===== config.mk =====
export PLATFORM = sky130hd
export DESIGN_NAME = wb_uart_tx
export DESIGN_NICKNAME = d
export VERILOG_FILES = /design/src/rtl/wb_uart_tx.sv
export SDC_FILE = /design/constraint.sdc
export NUM_CORES = 1
export LEC_CHECK = 0
export ABC_AREA = 1
export CAP_MARGIN = 20
export CORE_ASPECT_RATIO = 0.8
export CORE_MARGIN = 1.5
export CORE_UTILIZATION = 60
export CTS_CLUSTER_SIZE = 30
export DETAILED_ROUTE_END_ITERATION = 8
export PLACE_DENSITY = 0.86
export SYNTH_ARGS = -nofsm -noshare
export SYNTH_HDL_FRONTEND = slang
export SYNTH_SLANG_ARGS = --single-unit

===== constraint.sdc =====
create_clock -name i_clk -period 4.5 [get_ports i_clk]
set_clock_uncertainty 0.15 [all_clocks]
set_input_delay 0.9 -clock i_clk [delete_from_list [all_inputs] [get_ports i_clk]]
set_output_delay 0.9 -clock i_clk [all_outputs]
set_load 0.005 [all_outputs]

===== src/rtl/wb_uart_tx.sv =====
// Wishbone pipelined-mode UART transmitter: a byte FIFO drained by a bit-serial 8N1 engine.
// Define WB_UART_TX_PARITY_EN to append an even-parity bit to each frame (8E1).
module wb_uart_tx #(
    parameter int FIFO_DEPTH  = 8,
    parameter int DEFAULT_DIV = 868
) (
    input  logic        i_clk,
    input  logic        i_reset,
    input  logic        i_wb_stb,
    input  logic        i_wb_we,
    input  logic [31:0] i_wb_addr,
    input  logic [31:0] i_wb_data,
    input  logic [2:0]  i_wb_sel,
    output logic [31:0] o_wb_data,
    output logic        o_wb_ack,
    output logic        o_wb_stall,
    output logic        o_tx
);

    localparam int PW = $clog2(FIFO_DEPTH);
    localparam int CW = PW + 1;

    localparam logic [1:0] ADDR_DATA   = 2'd0;
    localparam logic [1:0] ADDR_STATUS = 2'd1;
    localparam logic [1:0] ADDR_DIV    = 2'd2;

    localparam logic [2:0] ST_IDLE   = 3'd0;
    localparam logic [2:0] ST_START  = 3'd1;
    localparam logic [2:0] ST_DATA   = 3'd2;
`ifdef WB_UART_TX_PARITY_EN
    localparam logic [2:0] ST_PARITY = 3'd3;
`endif
    localparam logic [2:0] ST_STOP   = 3'd4;

    logic [7:0]    fifo_mem [FIFO_DEPTH];
    logic [PW-1:0] wr_ptr_q, wr_ptr_d;
    logic [PW-1:0] rd_ptr_q, rd_ptr_d;
    logic [CW-1:0] count_q, count_d;
    logic [15:0]   div_q, div_d;
    logic          ack_q;
    logic [31:0]   rdata_q, rdata_d;
    logic [2:0]    state_q, state_d;
    logic [7:0]    shift_q, shift_d;
    logic [2:0]    bit_cnt_q, bit_cnt_d;
    logic [15:0]   baud_q, baud_d;
    logic [15:0]   bit_div_q, bit_div_d;
    logic          tx_q, tx_d;
`ifdef WB_UART_TX_PARITY_EN
    logic          parity_q, parity_d;
`endif

    logic [1:0]  addr_sel;
    logic        accept;
    logic        push;
    logic        pop;
    logic        fifo_full;
    logic        fifo_empty;
    logic        busy;
    logic [3:0]  count_sat;
    logic [15:0] eff_div;
    logic        unused_bits;

    assign unused_bits = ^{i_wb_addr[31:4], i_wb_addr[1:0], i_wb_data[31:16], i_wb_sel[2]};

    assign addr_sel   = i_wb_addr[3:2];
    assign fifo_full  = (count_q == CW'(FIFO_DEPTH));
    assign fifo_empty = (count_q == '0);
    assign busy       = (state_q != ST_IDLE);
    assign eff_div    = (div_q < 16'd2) ? 16'd2 : div_q;

    // Only DATA writes can stall; a pop on the same edge does not release it.
    assign o_wb_stall = i_wb_stb & i_wb_we & (addr_sel == ADDR_DATA) & fifo_full;
    assign accept     = i_wb_stb & ~o_wb_stall;
    assign push       = accept & i_wb_we & (addr_sel == ADDR_DATA) & i_wb_sel[0];

    always_comb begin
        if (32'(count_q) > 32'd15) begin
            count_sat = 4'hF;
        end else begin
            count_sat = 4'(count_q);
        end
    end

    always_comb begin
        rdata_d = 32'h0;
        div_d   = div_q;
        if (accept && !i_wb_we) begin
            case (addr_sel)
                ADDR_STATUS: rdata_d = {24'h0, count_sat, 1'b0, busy, fifo_empty, fifo_full};
                ADDR_DIV:    rdata_d = {16'h0, div_q};
                default:     rdata_d = 32'h0;
            endcase
        end
        if (accept && i_wb_we && (addr_sel == ADDR_DIV)) begin
            if (i_wb_sel[0]) div_d[7:0]  = i_wb_data[7:0];
            if (i_wb_sel[1]) div_d[15:8] = i_wb_data[15:8];
        end
    end

    always_comb begin
        state_d   = state_q;
        shift_d   = shift_q;
        bit_cnt_d = bit_cnt_q;
        baud_d    = baud_q;
        bit_div_d = bit_div_q;
        tx_d      = tx_q;
        pop       = 1'b0;
`ifdef WB_UART_TX_PARITY_EN
        parity_d  = parity_q;
`endif
        case (state_q)
            ST_IDLE: begin
                tx_d = 1'b1;
                if (!fifo_empty) begin
                    pop       = 1'b1;
                    shift_d   = fifo_mem[rd_ptr_q];
                    bit_div_d = eff_div;
                    baud_d    = eff_div - 16'd1;
                    tx_d      = 1'b0;
                    state_d   = ST_START;
`ifdef WB_UART_TX_PARITY_EN
                    parity_d  = ^fifo_mem[rd_ptr_q];
`endif
                end
            end
            ST_START: begin
                if (baud_q == 16'd0) begin
                    baud_d    = bit_div_q - 16'd1;
                    bit_cnt_d = 3'd0;
                    tx_d      = shift_q[0];
                    state_d   = ST_DATA;
                end else begin
                    baud_d = baud_q - 16'd1;
                end
            end
            ST_DATA: begin
                if (baud_q == 16'd0) begin
                    baud_d = bit_div_q - 16'd1;
                    if (bit_cnt_q == 3'd7) begin
`ifdef WB_UART_TX_PARITY_EN
                        tx_d    = parity_q;
                        state_d = ST_PARITY;
`else
                        tx_d    = 1'b1;
                        state_d = ST_STOP;
`endif
                    end else begin
                        bit_cnt_d = bit_cnt_q + 3'd1;
                        shift_d   = {1'b0, shift_q[7:1]};
                        tx_d      = shift_q[1];
                    end
                end else begin
                    baud_d = baud_q - 16'd1;
                end
            end
`ifdef WB_UART_TX_PARITY_EN
            ST_PARITY: begin
                if (baud_q == 16'd0) begin
                    baud_d  = bit_div_q - 16'd1;
                    tx_d    = 1'b1;
                    state_d = ST_STOP;
                end else begin
                    baud_d = baud_q - 16'd1;
                end
            end
`endif
            ST_STOP: begin
                tx_d = 1'b1;
                if (baud_q == 16'd0) begin
                    state_d = ST_IDLE;
                end else begin
                    baud_d = baud_q - 16'd1;
                end
            end
            default: begin
                tx_d    = 1'b1;
                state_d = ST_IDLE;
            end
        endcase
    end

    // Pointers wrap naturally because FIFO_DEPTH is a power of two.
    always_comb begin
        wr_ptr_d = push ? wr_ptr_q + PW'(1) : wr_ptr_q;
        rd_ptr_d = pop  ? rd_ptr_q + PW'(1) : rd_ptr_q;
        case ({push, pop})
            2'b10:   count_d = count_q + CW'(1);
            2'b01:   count_d = count_q - CW'(1);
            default: count_d = count_q;
        endcase
    end

    always_ff @(posedge i_clk) begin
        if (push) begin
            fifo_mem[wr_ptr_q] <= i_wb_data[7:0];
        end
    end

    always_ff @(posedge i_clk or negedge i_reset) begin
        if (!i_reset) begin
            wr_ptr_q  <= '0;
            rd_ptr_q  <= '0;
            count_q   <= '0;
            div_q     <= 16'(DEFAULT_DIV);
            ack_q     <= 1'b0;
            rdata_q   <= 32'h0;
            state_q   <= ST_IDLE;
            shift_q   <= 8'h0;
            bit_cnt_q <= 3'd0;
            baud_q    <= 16'd0;
            bit_div_q <= 16'd2;
            tx_q      <= 1'b1;
`ifdef WB_UART_TX_PARITY_EN
            parity_q  <= 1'b0;
`endif
        end else begin
            wr_ptr_q  <= wr_ptr_d;
            rd_ptr_q  <= rd_ptr_d;
            count_q   <= count_d;
            div_q     <= div_d;
            ack_q     <= accept;
            rdata_q   <= rdata_d;
            state_q   <= state_d;
            shift_q   <= shift_d;
            bit_cnt_q <= bit_cnt_d;
            baud_q    <= baud_d;
            bit_div_q <= bit_div_d;
            tx_q      <= tx_d;
`ifdef WB_UART_TX_PARITY_EN
            parity_q  <= parity_d;
`endif
        end
    end

    assign o_wb_ack  = ack_q;
    assign o_wb_data = rdata_q;
    assign o_tx      = tx_q;

endmodule

==> metrics.md <==
| Metric | Value |
|---|---|
| R2R Setup Slk | `1.54 ns` |
| Startpoint Class | `input port` |
| Avg WL per Cell | `16.4 um` |
| MaxCap Viol Count | `0` |
| Yosys reg bits | `154` |
| Top Ports | `106` |
| Clock-pin transition on the worst setup and hold timing paths | `roughly 0.060 ns` |
| Outcome | `completed` |
| All-layer global routing usage | `0.291` |
| PD cells | `between 400 and 500 nW/um2` |
| First-pass GRT wire length | `30300 um` |
| Post-synthesis instance total | `around 900` |
| Max Buffers Root-to-Sink | `2` |
| Initial core utilization | `0.613` |
| Slowest stage cell on the critical path | `clkdlybuf4s50_1` |
| Setup-failing EPs final | `0` |
| CP Class | `in2out` |
| VDD IR max | `0.346 mV` |
| Crit path buf inv count | `3` |
| Die Span X | `131 um` |
| Overflow after GRT | `0` |
| Total die area | `approximately 14000 um2` |
| Final Power | `3.61 mW` |
| H-Tree Depth | `4` |
| Commonest non-fill, non-tap cell in the layout | `nand2_1` |
| IO Port Bufs | `between 40 and 50` |
| Period utilization | `0.762` |
| Syn-to-layout area delta | `14.1%` |
| Num rows | `37` |
| TNS Setup | `0 ns` |
| DR vias/cell | `5.64` |
| Worst hold path type | `reg2reg` |
| Worst EP required | `3.45 ns` |
| Reg2reg start | `state_q[1]$_DFFE_PN0P_` |
| Antenna cells | `0` |
| CP delay by family, top | `buffers and inverters` |
| Synth warn | `0` |
| Post-synth EDFFs | `64` |
| Average size of a mapped cell | `8.59 um2` |
| Worst Min Path Start | `shift_q[3]$_DFFE_PN0P_` |
| RSZ-0062 raised after global routing | `no` |
| Clock tree sinks | `154` |
| Worst Hold End | `shift_q[3]$_DFFE_PN0P_` |
| Worst-skew pair later-pin latency | `0.43 ns` |
| CTS tree | `built` |
| Inserted Clock Buffers | `17` |
| DR vias | `6485` |
| Crit path max fanout | `2` |
| DP HPWL | `~12000 um` |
| Most used cell, CP | `clkdlybuf4s50_1` |
| Initial antenna violation count | `0` |
| Vias in the first global route | `6067` |
| Worst slew pin tran | `0.999 ns` |
| Crit-path cells | `clkdlybuf4s50_1, inv_1, ha_1, nand3_1, nor2_1, clkdlybuf4s50_1` |
| Most frequent cells in the layout | `nand2_1, nor2_1, inv_1, dfrtp_1, nand3_1` |
| Unique cell type count in the Yosys netlist | `45` |
| Fin. Hold Viols | `0` |
| Largest net degree at the start of global routing | `70` |
| Share of cells above drive strength 1 | `0.0739` |
| Worst flop-to-flop path endpoint | `count_q[3]$_DFFE_PN0P_` |
| # Post-CTS Setup Buffers | `0` |
| P_leak | `3.90 nW` |
| Post-synthesis cell area | `7860 um2` |
| Final min period | `3.43 ns` |
| Hold Crit Depth | `2` |
| Layout Nets | `1046` |
| Hold_buf cts | `0` |
| Post-synthesis sequential area ratio | `0.532` |
| CP max stage delay | `approximately 0.53 ns` |
| Gpl congestion | `0.888` |
| CP endpoint kind | `primary output` |
| Pins Over Slew Limit | `0` |
| Worst EP arrival | `2.38 ns` |
| Detailed Route WL | `18800 um` |
| FFs w/ async S/R, synth | `0.584` |
| Core Region | `roughly 13000 um2` |
| Reg2reg path depth | `12` |
| Cts repair resizes | `0` |
| Clk root buf | `clkbuf_16` |
| Remaining antenna violation count | `0` |
| Die height | `105 um` |
| Relative slew slack | `0.331` |
| Primary FF master, synth | `dfrtp_1` |
| DRC | `0` |
| First DRT Iteration DRCs | `839` |
| Drt pass-1 iters | `5` |
| Fmax achieved | `292 MHz` |
## Yosys cell counts, types with 5 or more instances
master	n	area share
o22ai_1	9	0.0072
nand2_2	5	0.0040
xor2_1	18	0.020
nor3_1	19	0.012
nor2_1	118	0.056
edfxtp_1	64	0.24
inv_1	83	0.040
nand4_1	8	0.0064
nand2_1	220	0.11
ha_1	13	0.021
o21ai_0	73	0.046
dfrtp_1	83	0.26
a21oi_1	32	0.020
buf_4	18	0.017
dfstp_2	7	0.023
nand3_1	82	0.052
clkbuf_1	14	0.0067
## per-stage QoR
| stage | setup WS, ns | instance area (um2) | hold WS (ns) | std cells | util |
|---|---|---|---|---|---|
| finish | 1.07 | 8970 | 0.340 | 1149 | 0.699 |
| global route | 0.807 | 8970 | 0.360 | 1149 | 0.699 |
| CTS | 1.08 | 8970 | 0.339 | 1149 | 0.699 |
| detailed placement | 0.753 | 8380 | 0.318 | 1117 | 0.653 |
| global placement | 0.853 | 8380 | 0.312 | 1117 | 0.653 |
| floorplan | 1.54 | 7910 | 0.298 | 930 | - |
## where the power goes
group	leakage, nW	internal, mW	switching (mW)	total [mW]
combinational	2.02	0.170	0.296	0.466
clock	0.287	0.835	0.608	1.44
sequential	1.60	1.58	0.121	1.70
## worst max-delay path by stage
stage / to / cells past startpoint / slack, ns / start
CTS: o_wb_stall / 6 / 1.08 / i_wb_addr[2]
finish: o_wb_stall / 6 / 1.07 / i_wb_addr[2]
floorplan: count_q[3]$_DFFE_PN0P_ / 14 / 1.54 / i_wb_addr[2]
global placement: count_q[3]$_DFFE_PN0P_ / 15 / 0.85 / i_wb_addr[2]
detailed placement: count_q[3]$_DFFE_PN0P_ / 15 / 0.75 / i_wb_addr[2]
global route: count_q[3]$_DFFE_PN0P_ / 15 / 0.81 / i_wb_addr[2]
## sequential cells by signal, summed over array words and instances (netlist names)
name,flops
bit_cnt_q,3
bit_div_q,16
fifo_mem,64
count_q,4
wr_ptr_q,3
state_q,3
baud_q,16
o_tx,1
o_wb_ack,1
div_q,16
shift_q,8
o_wb_data,16
rd_ptr_q,3
## logic make-up (layout without fill, tap and decap cells)
kind of cell    count (synthesis)  after routing  synth area share
simple gates                  466            466             0.252
flops                         154            154             0.532
compound gates                129            129            0.0917
buf+inv                       126            170            0.0712
xor+xnor                       22             22            0.0245
fa+ha+maj                      14             14            0.0232
mux                             3              3           0.00430
other cells                     1             16          0.000477
## final cells by class
cell class / count / area [um2]
fillers: 960 / 3850
flip-flops and latches: 154 / 4180
repair buffers: 49 / 470
multi-input cells: 650 / 3170
clock buffers: 19 / 433
clock inverters: 13 / 158
inverters: 89 / 334
well taps: 175 / 219
## worst min-delay path, cell delays in order, from the launching register on
cell and delay [ns]:
dfrtp_1 0.35, nand2_1 0.05, o21ai_0 0.06
## metal layers
layer  track usage  routed length, um  vias up
met3        0.0721               1720       40
li1              -                  -     3080
met1         0.428               8300     3034
met4        0.0981                379        0
met2         0.424               8410      331
met5             0                  0        -
Power figures use the tool's default switching activity.
